`src/rtl/uart_pkg.sv`:
```
// Shared types and helpers for the UART hex reporter.
//   tx_state_t : 8N1 frame states
//   ASCII_CR/LF: line terminator characters
//   hex2ascii  : 4-bit nibble -> lowercase ASCII hex character
package uart_pkg;

  typedef enum logic [1:0] {
    IDLE,
    START,
    DATA,
    STOP
  } tx_state_t;

  localparam logic [7:0] ASCII_CR = 8'h0D;
  localparam logic [7:0] ASCII_LF = 8'h0A;

  // 0-9 -> '0'-'9' (0x30..0x39), 10-15 -> 'a'-'f' (0x61..0x66)
  function automatic logic [7:0] hex2ascii(input logic [3:0] nibble);
    if (nibble < 4'd10) begin
      return 8'h30 + {4'h0, nibble};
    end else begin
      return 8'h57 + {4'h0, nibble};
    end
  endfunction

endpackage

```
`src/rtl/uart_byte_tx.sv`:
```
// One 8N1 UART frame transmitter with its own baud counter.
//   gclk       in   system clock
//   rst        in   synchronous, active-high reset
//   byte_data  in   character to send
//   byte_valid in   byte_data is valid
//   byte_ready out  a byte is accepted this cycle (idle, or last cycle of a stop bit)
//   tx         out  registered serial line, idles high
// Accepting during the final stop-bit cycle lets consecutive frames run with no gap.
module uart_byte_tx
  import uart_pkg::*;
#(
  parameter int DIV = 868
) (
  input  logic       gclk,
  input  logic       rst,
  input  logic [7:0] byte_data,
  input  logic       byte_valid,
  output logic       byte_ready,
  output logic       tx
);

  localparam int               CNT_W    = (DIV > 1) ? $clog2(DIV) : 1;
  localparam logic [CNT_W-1:0] CNT_LAST = CNT_W'(DIV - 1);

  tx_state_t        state_q, state_d;
  logic [CNT_W-1:0] baud_q, baud_d;
  logic [2:0]       bit_q, bit_d;
  logic [7:0]       shift_q, shift_d;
  logic             tx_d;
  logic             bit_end;

  assign bit_end    = (baud_q == CNT_LAST);
  assign byte_ready = (state_q == IDLE) || ((state_q == STOP) && bit_end);

  always_comb begin
    // NOTE: every variable gets a default before the case so no path leaves one unassigned (no latch).
    state_d = state_q;
    baud_d  = baud_q + 1'b1;
    bit_d   = bit_q;
    shift_d = shift_q;
    tx_d    = tx;
    case (state_q)
      IDLE: begin
        baud_d = '0;
        tx_d   = 1'b1;
        if (byte_valid) begin
          state_d = START;
          shift_d = byte_data;
          tx_d    = 1'b0;
        end
      end
      START: begin
        if (bit_end) begin
          state_d = DATA;
          baud_d  = '0;
          bit_d   = '0;
          tx_d    = shift_q[0];
        end
      end
      DATA: begin
        if (bit_end) begin
          baud_d = '0;
          if (bit_q == 3'd7) begin
            state_d = STOP;
            tx_d    = 1'b1;
          end else begin
            bit_d   = bit_q + 1'b1;
            shift_d = shift_q >> 1;
            tx_d    = shift_q[1];
          end
        end
      end
      STOP: begin
        if (bit_end) begin
          baud_d = '0;
          if (byte_valid) begin
            state_d = START;
            shift_d = byte_data;
            tx_d    = 1'b0;
          end else begin
            state_d = IDLE;
            tx_d    = 1'b1;
          end
        end
      end
      default: begin
        state_d = IDLE;
        baud_d  = '0;
        tx_d    = 1'b1;
      end
    endcase
  end

  // NOTE: sequential state is updated with non-blocking assignments only.
  always_ff @(posedge gclk) begin
    if (rst) begin
      state_q <= IDLE;
      baud_q  <= '0;
      bit_q   <= '0;
      shift_q <= '0;
      tx      <= 1'b1;
    end else begin
      state_q <= state_d;
      baud_q  <= baud_d;
      bit_q   <= bit_d;
      shift_q <= shift_d;
      tx      <= tx_d;
    end
  end

endmodule

```
`src/rtl/uart_hex_reporter.sv`:
```
// Serialises a DATA_W-bit word as lowercase ASCII hex over 8N1 UART,
// optionally followed by CR/LF; doubles as a pin loopback when idle.
//   gclk      in   system clock
//   rst       in   synchronous, active-high reset
//   in_data   in   word to report (captured on the transfer edge)
//   in_valid  in   in_data is valid
//   in_ready  out  word accepted when in_valid & in_ready on a gclk edge
//   loopback  in   while idle: uart_rx follows the synchronised uart_tx
//   busy      out  a report is in progress
//   uart_tx   in   host->FPGA serial line (asynchronous)
//   uart_rx   out  FPGA->host serial line, idles high
module uart_hex_reporter
  import uart_pkg::*;
#(
  parameter int CLK_HZ      = 100_000_000,
  parameter int BAUD        = 115_200,
  parameter int DATA_W      = 256,
  parameter int APPEND_CRLF = 1,
  parameter int MSN_FIRST   = 1
) (
  input  logic              gclk,
  input  logic              rst,
  input  logic [DATA_W-1:0] in_data,
  input  logic              in_valid,
  output logic              in_ready,
  input  logic              loopback,
  output logic              busy,
  input  logic              uart_tx,
  output logic              uart_rx
);

  localparam int DIV     = (CLK_HZ + BAUD / 2) / BAUD;
  localparam int NIBBLES = DATA_W / 4;
  localparam int N_CHARS = NIBBLES + 2 * APPEND_CRLF;
  localparam int CHAR_W  = $clog2(NIBBLES + 2);

  localparam logic [CHAR_W-1:0] CHAR_LAST = CHAR_W'(N_CHARS - 1);
  localparam logic [CHAR_W-1:0] CHAR_CR   = CHAR_W'(NIBBLES);

  // shreg holds the nibbles still to send, with the next one at its head.
  // char_cnt is the index of the character currently on the line.
  logic [DATA_W-1:0] shreg;
  logic [DATA_W-1:0] in_shift, sh_shift;
  logic [3:0]        in_head, sh_head;
  logic [CHAR_W-1:0] char_cnt, next_idx;
  logic [7:0]        next_char, byte_data;
  logic              more, transfer, byte_valid, byte_ready;
  logic              tx_line, lb_line, tx_meta, tx_sync;

  if (MSN_FIRST != 0) begin : g_msn_first
    assign in_head  = in_data[DATA_W-1 -: 4];
    assign sh_head  = shreg[DATA_W-1 -: 4];
    assign in_shift = in_data << 4;
    assign sh_shift = shreg << 4;
  end else begin : g_lsn_first
    assign in_head  = in_data[3:0];
    assign sh_head  = shreg[3:0];
    assign in_shift = in_data >> 4;
    assign sh_shift = shreg >> 4;
  end

  assign in_ready = ~busy & ~loopback & ~rst;
  assign transfer = in_valid & in_ready;
  assign more     = (char_cnt != CHAR_LAST);
  assign next_idx = char_cnt + 1'b1;

  always_comb begin
    next_char = hex2ascii(sh_head);
    if (APPEND_CRLF != 0) begin
      if (next_idx == CHAR_CR) begin
        next_char = ASCII_CR;
      end else if (next_idx > CHAR_CR) begin
        next_char = ASCII_LF;
      end
    end
  end

  // The first character comes straight from in_data so the start bit
  // leaves on the transfer edge itself; later ones come from shreg.
  assign byte_valid = busy ? more : transfer;
  assign byte_data  = busy ? next_char : hex2ascii(in_head);

  uart_byte_tx #(
    .DIV(DIV)
  ) u_byte_tx (
    .gclk      (gclk),
    .rst       (rst),
    .byte_data (byte_data),
    .byte_valid(byte_valid),
    .byte_ready(byte_ready),
    .tx        (tx_line)
  );

  always_ff @(posedge gclk) begin
    if (rst) begin
      busy     <= 1'b0;
      char_cnt <= '0;
      shreg    <= '0;
      lb_line  <= 1'b1;
      tx_meta  <= 1'b1;
      tx_sync  <= 1'b1;
    end else begin
      // NOTE: uart_tx is asynchronous; only tx_sync (second flop) may feed logic.
      tx_meta <= uart_tx;
      tx_sync <= tx_meta;
      lb_line <= (~busy & loopback) ? tx_sync : 1'b1;
      if (transfer) begin
        busy     <= 1'b1;
        char_cnt <= '0;
        shreg    <= in_shift;
      end else if (busy && byte_ready) begin
        if (more) begin
          char_cnt <= next_idx;
          shreg    <= sh_shift;
        end else begin
          busy     <= 1'b0;
          char_cnt <= '0;
        end
      end
    end
  end

  // Both sources are registers and never active together: lb_line is held
  // high for the whole report and tx_line is high whenever loopback is live.
  assign uart_rx = tx_line & lb_line;

endmodule

```
`config.mk`:
```
export PLATFORM = sky130hd
export DESIGN_NAME = uart_hex_reporter
export DESIGN_NICKNAME = d
export VERILOG_FILES = /design/src/rtl/uart_pkg.sv /design/src/rtl/uart_byte_tx.sv /design/src/rtl/uart_hex_reporter.sv
export SDC_FILE = /design/constraint.sdc
export NUM_CORES = 1
export LEC_CHECK = 0
export CAP_MARGIN = 20
export CORE_MARGIN = 3
export CORE_UTILIZATION = 55
export DETAILED_ROUTE_END_ITERATION = 7
export PLACE_DENSITY = 0.81
export REMOVE_ABC_BUFFERS = 1
export SETUP_SLACK_MARGIN = 0.5
export SYNTH_ARGS = -nofsm -noshare
export SYNTH_HDL_FRONTEND = slang
export SYNTH_SLANG_ARGS = --single-unit
```
`constraint.sdc`:
```
create_clock -name gclk -period 5.9 [get_ports gclk]
set_input_delay 1.475 -clock gclk [delete_from_list [all_inputs] [get_ports gclk]]
set_output_delay 1.475 -clock gclk [all_outputs]
set_load 0.005 [all_outputs]
```
### Word-level counts from Yosys, hierarchy flattened

Index checks and enable logic that the tools add are counted.

| cells by class | value |
|---|---|
| bitwise logic cells | 9 |
| order comparisons | 3 |
| multiplexer cells | 37 |
| equal/unequal tests | 14 |
| add/subtract/negate cells | 7 |
| reduce and logical (&&, ||, !) cells | 17 |

Operator list:

| operator | number |
|---|---|
| $mux 256 | 3 |
| $mux 8 | 9 |
| $pmux 8 s3 | 1 |
| $pmux 10 s2 | 1 |
| $add 7x4->8 const A | 2 |
| $add 6x4->7 const A | 2 |
| $add 10x1->10 const B | 1 |
| $eq 10x10->1 const B | 1 |
| $mux 1 | 10 |
| $mux 10 | 1 |
| $mux 2 | 5 |
| $ne 2x1->1 const B | 5 |
| $mux 3 | 3 |
| $lt 4x4->1 const B | 2 |
| $pmux 2 s4 | 1 |
| $reduce_and 4->1 | 2 |
| $add 7x1->7 const B | 1 |
| $eq 7x7->1 const B | 1 |
| $gt 7x7->1 const B | 1 |
| $mux 7 | 1 |
| $ne 7x7->1 const B | 1 |
| $pmux 3 s2 | 1 |
| $reduce_bool 2->1 | 3 |
| $and 1x1->1 | 5 |
| 16 further kinds | 24 |

| word-level totals | value |
|---|---|
| register bits | 287 |
| bits of input ports | 261 |
| output and inout port bits | 3 |

### Depth between registers and ports, before layout

Gate-level depths: netlist of the first run.

| logic depth | value |
|---|---|
| word-level depth | 8 |
| depth in mapped cells | 10 |
| depth with buffers taken out | 7 |

### Modules after synthesis

Synthesis of the first run repeated with hierarchy kept, for this count alone.

| second synthesis, totals | value |
|---|---|
| cell total of the unflattened synthesis | 1635 |
| area total of the unflattened synthesis | 12801.0 um^2 |

By module, submodules not included:

| module | instances | cells an instance | area each (um^2) | sequential area each (um^2) |
|---|---|---|---|---|
| uart_hex_reporter | 1 | 1502 | 11527.3 | 5265.0 |
| uart_byte_tx | 1 | 133 | 1273.7 | 480.5 |

### Worst setup path after synthesis of the first run

No wires, ideal clock.

| path | value |
|---|---|
| path kind | in2out |
| from | input port loopback |
| to | output port in_ready |
| stages | 1 |
| buffers on the path | 0 |
| slack | 2711 ps |
| arrival time | 1714 ps |
| cells stage by stage | nor3_1 |

| between the ends | value |
|---|---|
| word-level cells in the longest chain between the ends | 3 |

Ends and longest elaborated chain:

| item | RTL line | source |
|---|---|---|
| start, declared | uart_hex_reporter.sv:26 | `input logic loopback,` |
| $not 1->1 | uart_hex_reporter.sv:62 | `assign in_ready = ~busy & ~loopback & ~rst;` |
| $and 1x1->1 (2 in a row) | uart_hex_reporter.sv:62 |  |
| end, declared | uart_hex_reporter.sv:25 | `output logic in_ready,` |

No other way between the ends.

### Worst setup path after layout of the first run

Ends and elaborated chain as after synthesis.

==> metrics.sh, run 1 <==
TIMING.CRITICAL_PATH.CELLS='clkdlybuf4s50_1 > nor3_1 > clkdlybuf4s50_1'
P_PER_AREA_nW_PER_UM2=328
CLK-INSERTION-DELAY-LATE_NS=0.54
DIEHEIGHT_UM=157
WORST-PATH-MAX-FANOUT=3
COREAREA_UM2=22000
DR.FIRST_ITER.DRC_COUNT=1076
CRITPATHREQUIREDTIME_NS=4.43
SLEW_VIOLATIONS=113
DP.FINAL_HPWL_UM=19900
POST-ROUTE-UTIL=0.724
GRT_SETUP_UNREPAIRED='no'
SETUP.WORST_PATH.END_CLASS='output pin'
POWER_SWITCHING_mW=1.37
ROUTED_WIRELENGTH_UM=32600
ANTENNA_FOUND_INITIAL=5
HOLD-PATH-ENDPOINT='tx_sync'
FIRST_GLOBAL_VIAS=11200
MAX-CAP-VIOLATIONS=0
FLOORPLAN.INITIALDENSITY=0.566
CTS_MADE_BUFFERS=30
YS_ASYNC_SR_FRACTION=0
PATH_COMMON_CELL='clkdlybuf4s50_1'
ROUTEDWLPERCELL_UM=15.5
WORST_REG_TO_REG_SETUP_SLACK_NS=2.85
CRITICALPATHCATEGORY='input pin to output pin'
TIMING.CRITICAL_PATH.SLOWEST_STAGE_CELL='clkdlybuf4s50_1'
TIMING.FINAL.CRIT_PERIOD_NS=4.44
LEAKAGE_nW=6.12
TRITONCTS_NUM_SINKS=286
GROUTE.LAYER.MET1.USAGE=0.326
GLOBAL_ROUTE_WIRE_LENGTH_BEFORE_REPAIR_UM=52600
FIN_SKEW_NS=0.00724
DIE_WD_UM=157
IR_WORST_VDD_mV=0.254
R2R_START='u_byte_tx.baud_q[0]'
CRITICAL_PATH.REG2REG.ENDPOINT='shreg[89]'
DRT_PASS1_ITERATIONS=5
TIMING.HOLD.WORST_PATH_DEPTH=1
FINAL.HOLD.WORST_SLACK_NS=0.410
CTS.REPAIR.RESIZED=0
MAX_FREQ_MHz=225
SLEW_HEADROOM=-0.127
GLOBAL_ROUTE.USAGE.TOTAL=0.251
CLKTRANSATPATHREGS_NS=0.06
MAPPED_AREA_UM2=12500
FINAL_AREA_UM2=15900
ROWS=54
VIAS=12100
POWER.SHARE.SWITCHING=0.261
PLACE_WORST_SETUP_SLACK_NS=1.46
GRT_USE_MET3=0.0581
CRITICAL_PATH.N_BUFFERS_INVERTERS=2
STDCELL_COUNT=2102
GRT.BUSIEST_LAYER='met2'
GLOBALROUTEMET2UTIL=0.416
STATUS='complete, but fails checks'
GRT_OVERFLOW_TOTAL=0
ANT_NETS=0
CTS.HOLD.BUFFERS_ADDED=0
DRC=0
SYNTH.YOSYS.SEQ_AREA_SHARE=0.459
P_COMB_FRAC=0.183
POST_ROUTE_CELLS_DRIVE_ABOVE_1_SHARE=0.0429
DIEAREA_UM2=24500
VIAS_PER_CELL=5.74
R2R_CELLS=7
YS.WARNINGS.COUNT=0
START_KIND='input pin'
YOSYS_REGISTER_BITS=286
TIGHTEST_SLEW_NS=1.69
CTS_SETUP_BUFFERS=0
PLACE_AREA_UM2=14900
POWER.CLOCK.FRACTION=0.375
FINAL_MIN_PERIOD_OVER_CLOCK_PERIOD=0.752
VIOLATED_CHECKS='max-slew violations'
CTS_BUFFER_DEPTH=3
TIMING.HOLD.WORST.CLASS='flop to flop'
DP_CELLS=2043
HOLD_START='tx_meta'
POWER_REPORT.INTERNAL_TOTAL_mW=3.86
CTS.HTREE.LEVELS=1
YS_DOMINANT_REG_CELL='dfxtp_1'
SMALLEST_SETUP_SLACK_AFTER_LAYOUT_NS=1.46
TIMING.FINAL.HOLD_VIOLATIONS=0
TIMING.CRITICAL_PATH.ARRIVAL_NS=2.96
TIMING.FINAL.SETUP_VIOLATIONS=0
CTS-ROOT-BUF='clkbuf_16'
NUMPORTBUFFERS=263
GRT_MAX_DEGREE=251
SYN_AREA_PER_CELL_UM2=7.61
YOSYSUNIQUECELLTYPES=61
CPLARGESTDELAYFAMILY='buffers and inverters'
SYN-INSTANCE-COUNT=1637
AREA_DELTA_SYNTH_FINAL_PCT=27.9
TOTAL_POWER_mW=5.23
GLOBALPLACE.CONGESTION=0.829
SYNTH_ENABLE_FLOP_CELLS=0
DELAY_CONTRIBUTED_BY_THE_SLOWEST_STAGE_OF_THE_CRITICAL_PATH_NS=0.59
NETS=2068
POWER.SHARE.SEQUENTIAL=0.442
IO-PIN-COUNT=264
CTS_TREE='built'
FIN_TNS_SETUP_NS=0
==> layout by cell type (no fill, tap or decap), types with 2 or more instances in the layout <==
master           count
a31oi_1              5
inv_1               11
clkbuf_16           31
bufinv_16            3
and3_1               4
mux2i_1              3
clkbuf_8            10
clkdlybuf4s50_1    263
nor3b_1              2
xor2_1               3
o21bai_1             2
nand4_1              3
nand2b_1             5
diode_2              4
o21a_1               2
nor3_1             497
dfxtp_1            286
o221ai_1             2
buf_12               5
nand3_1             10
xnor2_1             10
buf_4                4
nand2_1             21
o21ai_0            254
or2_2                2
nor2b_1              3
ha_1                12
nor2_1             283
and3_2               2
or3_1                5
clkinv_2             4
mux2_2               3
nor4b_1              2
nand3b_1             2
a311oi_1             4
a21oi_1             19
a211oi_1             4
clkbuf_1             7
==> logic make-up after synthesis <==
| kind of cell | after synthesis | share of synthesized area |
|---|---|---|
| simple gates | 853 | 0.320 |
| compound gates | 309 | 0.134 |
| flops | 286 | 0.459 |
| buf+inv | 158 | 0.0610 |
| xor+xnor | 13 | 0.00913 |
| fa+ha+maj | 12 | 0.0120 |
| mux | 6 | 0.00512 |
==> flip-flops by register name, summed over array words and instances, names as in the netlist <==
name               cells
tx_meta                1
u_byte_tx.baud_q      10
u_byte_tx.bit_q        3
char_cnt               7
u_byte_tx.tx           1
u_byte_tx.state_q      2
tx_sync                1
busy                   1
shreg                252
lb_line                1
u_byte_tx.shift_q      7
==> routing by layer <==
metal  vias up  part of all wire
li1       6054                 -
met2       384              0.47
met4         2             0.031
met5         -           0.00021
met3        63             0.075
met1      5559              0.42
==> cell usage after synthesis (3+ instances only) <==
cell type	count	share of area
nor3_1	497	0.20
dfxtp_1	286	0.46
nor2_1	284	0.086
o21ai_0	254	0.10
clkbuf_1	93	0.028
buf_2	35	0.014
nand2_1	22	0.0066
a21oi_1	19	0.0076
buf_6	16	0.014
ha_1	12	0.012
inv_1	12	0.0036
nand3_1	10	0.0040
xnor2_1	10	0.0070
a31oi_1	5	0.0025
nand2b_1	5	0.0025
or3_1	5	0.0025
a211oi_1	4	0.0024
a311oi_1	4	0.0028
and3_1	4	0.0020
mux2_2	3	0.0027
mux2i_1	3	0.0024
nand4_1	3	0.0015
nor2b_1	3	0.0015
xor2_1	3	0.0021
==> power groups by stage <==
stage | Sequential (mW) | Clock, mW | Combinational (mW)
floorplan | 2.32 | 0 | 0.739
global placement | 2.34 | 0 | 0.933
detailed placement | 2.35 | 0 | 0.954
CTS | 2.31 | 1.99 | 0.961
global route | 2.34 | 2.07 | 1.08
finish | 2.31 | 1.96 | 0.957
==> worst max path at each step <==
stage / from / endpoint / slack [ns] / cells past startpoint
CTS: loopback / in_ready / 1.44 / 3
floorplan: u_byte_tx.baud_q[0] / shreg[100] / -3.11 / 6
finish: loopback / in_ready / 1.46 / 3
global route: loopback / in_ready / 1.39 / 3
detailed placement: loopback / in_ready / 1.46 / 3
global placement: rst / in_ready / 1.45 / 3
==> area by class of cell <==
type,count,area (µm²)
Timing Repair Buffer,272,2760
Fill cell,1812,6080
Clock buffer,48,940
Tap cell,280,350
Multi-Input combinational cell,1193,6000
Sequential cell,286,5730
Clock inverter,7,110
Antenna cell,4,10.0
Inverter,12,50.0
Power figures use the tool's default switching activity.
==> inputs of run 2 (changes only) <==
--- a/config.mk
+++ b/config.mk
@@ -7,9 +7,9 @@
 export LEC_CHECK = 0
 export CAP_MARGIN = 20
 export CORE_MARGIN = 3
-export CORE_UTILIZATION = 55
+export CORE_UTILIZATION = 46
 export DETAILED_ROUTE_END_ITERATION = 7
-export PLACE_DENSITY = 0.81
+export PLACE_DENSITY = 0.72
 export REMOVE_ABC_BUFFERS = 1
 export SETUP_SLACK_MARGIN = 0.5
 export SYNTH_ARGS = -nofsm -noshare
==> constraint.sdc (replaced) <==
create_clock -name gclk -period 3.9 [get_ports gclk]
set_input_delay 0.975 -clock gclk [delete_from_list [all_inputs] [get_ports gclk]]
set_output_delay 0.975 -clock gclk [all_outputs]
set_load 0.005 [all_outputs]
==> metrics.sh, run 2 (synthesis results as in run 1) <==
P_PER_AREA_nW_PER_UM2=499  # was 328 nW/µm²
POST_ROUTE_CELLS_DRIVE_ABOVE_1_SHARE=0.0535  # was 0.0429
CTS.HOLD.BUFFERS_ADDED=0  # unchanged
SLEW_VIOLATIONS=0  # was 113
FLOORPLAN.INITIALDENSITY=0.473  # was 0.566
CRITICALPATHCATEGORY='input pin to output pin'  # unchanged
R2R_START='u_byte_tx.baud_q[0]'  # unchanged
LEAKAGE_nW=6.25  # was 6.12 nW
CRITICAL_PATH_ORIGIN='loopback'  # unchanged
ROUTEDWLPERCELL_UM=15.7  # was 15.5 µm
DIEAREA_UM2=29100  # was 24500 µm²
VIAS=12000  # was 12.1k
SETUP.WORST_PATH.END_CLASS='output pin'  # unchanged
STATUS='completed'  # was complete, but fails checks
TRITONCTS_NUM_SINKS=286  # unchanged
CTS_BUFFER_DEPTH=3  # unchanged
ANTENNA_FOUND_INITIAL=5  # unchanged
VIAS_PER_CELL=5.55  # was 5.74
ROUTED_WIRELENGTH_UM=34000  # was 32600 µm
ANTENNADIODECOUNT=0  # was 4
CTS-ROOT-BUF='clkbuf_16'  # unchanged
AREA_DELTA_SYNTH_FINAL_PCT=30.4  # was 27.9%
HOLD_START='tx_meta'  # unchanged
CTS_TREE='built'  # unchanged
GLOBAL_ROUTE_WIRE_LENGTH_BEFORE_REPAIR_UM=55100  # was 52600 µm
IO-PIN-COUNT=264  # unchanged
FINAL.HOLD.WORST_SLACK_NS=0.422  # was 0.410 ns
GRT_OVERFLOW_TOTAL=0  # unchanged
IR_WORST_VDD_mV=0.288  # was 0.254 mV
TIMING.FINAL.CRIT_PERIOD_NS=3.30
CTS_MADE_BUFFERS=31  # was 30
SLEW_HEADROOM=0.517  # was -0.127
COREAREA_UM2=26400  # was 22000 µm²
LARGEST_REGISTER_FF_COUNT=252  # unchanged
MOSTFREQUENTLAYOUTCELLS='nor3_1 (496), dfxtp_1 (286), nor2_1 (283)'  # was nor3_1 (497), dfxtp_1 (286), nor2_1 (283)
MAX-CAP-VIOLATIONS=0  # unchanged
TIMING.CRITICAL_PATH.ARRIVAL_NS=2.32  # was 2.96 ns
MAX_FREQ_MHz=303
FIN_TNS_SETUP_NS=0  # unchanged
DIEHEIGHT_UM=171  # was 157 µm
CTS.HTREE.LEVELS=1  # unchanged
CLK-INSERTION-DELAY-LATE_NS=0.55  # was 0.54 ns
GLOBAL_ROUTE.USAGE.TOTAL=0.223  # was 0.251
DR.FIRST_ITER.DRC_COUNT=1116  # was 1076
CLKTRANSATPATHREGS_NS=0.06  # about the same
CRITPATHREQUIREDTIME_NS=2.92  # was 4.43 ns
WORST-PATH-MAX-FANOUT=3  # unchanged
NETS=2082  # was 2068
TIMING.FINAL.HOLD_VIOLATIONS=0  # unchanged
TIMING.HOLD.WORST.CLASS='flop to flop'  # unchanged
DRT_PASS1_ITERATIONS=5  # unchanged
FIRST_GLOBAL_VIAS=11300  # was 11.2k
DRC=0  # unchanged
GRT_MAX_DEGREE=146  # was 251
TIMING.FINAL.SETUP_VIOLATIONS=0  # unchanged
REGISTER_WITH_THE_HIGHEST_FLOP_COUNT='shreg'  # unchanged
REG.LARGEST.LIST='shreg (252), u_byte_tx.baud_q (10)'  # unchanged
FIN_SKEW_NS=0.0157  # was 0.00724 ns
ANT_NETS=0  # unchanged
FINAL_COMMON_CELL='nor3_1'  # unchanged
GRT_SETUP_UNREPAIRED='no'  # unchanged
START_KIND='input pin'  # unchanged
TIGHTEST_SLEW_NS=0.725  # was 1.69 ns
DIE_WD_UM=171  # was 157 µm
FINAL_MIN_PERIOD_OVER_CLOCK_PERIOD=0.845
ROWS=59  # was 54
DP.FINAL_HPWL_UM=21700  # was 19900 µm
NUMPORTBUFFERS=263  # unchanged
GLOBALPLACE.CONGESTION=0.828  # was 0.829
==> run 2: changes by cell type in the layout (fill, tap and decap cells not counted), sizes merged <==
cell      change
buf          +13
bufinv        +1
clkbuf        -2
clkinv        +1
clkinvlp      +1
diode         -4
==> run 2: power breakdown <==
part	total [mW]	switching (mW)	leakage (nW)	internal [mW]
sequential	3.49	0.200	2.35	3.29
clock	3.13	1.17	0.554	1.95
combinational	1.49	0.759	3.35	0.729
total	8.11	2.13	6.25	5.98
==> run 2: repair_timing <==
action | 4_1_cts | 5_1_grt
endpoints found under the setup margin | 1 | 0
resized for setup | 1 | 0
setup buffers | 0 | 0
==> run 2: metrics by stage <==
stage	worst slack, ns	instance area, µm²	power (mW)	util	instances
2_1_floorplan	-5.11	11700	4.62	-	1491
6_report	0.604	16300	8.11	0.617	2167
5_1_grt	0.547	16300	8.52	0.617	2167
3_5_place_dp	0.465	15100	5.04	0.574	2111
3_3_place_gp	0.454	15100	4.99	0.574	2111
4_1_cts	0.593	16300	8.18	0.617	2167
==> run 2: final cells by class <==
type / count / area (µm²)
sequential: 286 / 5730
clock buffer: 46 / 962
timing repair buffer: 285 / 2950
clock inverter: 10 / 153
fill: 2374 / 10100
tap: 335 / 419
multi-input combinational: 1193 / 6000
inverter: 12 / 50.0
==> run 2: final timing paths <==
| check | slack, ns | cells past startpoint | endpoint |
|---|---|---|---|
| worst max-delay path | 0.60 | 3 | in_ready |
| worst min-delay path | 0.42 | 1 | tx_sync |
| worst max register to register | 1.10 | 7 | shreg[253] |
| worst min register to register | 0.42 | 1 | tx_sync |
==> run 2: critical path, cell delays in order <==
cell	delay, ns
clkdlybuf4s50_1	0.49
nor3_2	0.30
clkdlybuf4s50_1	0.56
==> run 2: per-layer routing <==
layer / vias up / global-route usage / wire length [µm]
li1: 6086 / - / -
met1: 5512 / 0.303 / 15000
met2: 346 / 0.355 / 15600
met3: 72 / 0.0527 / 2410
met4: 8 / 0.0617 / 869
met5: - / 0 / 51
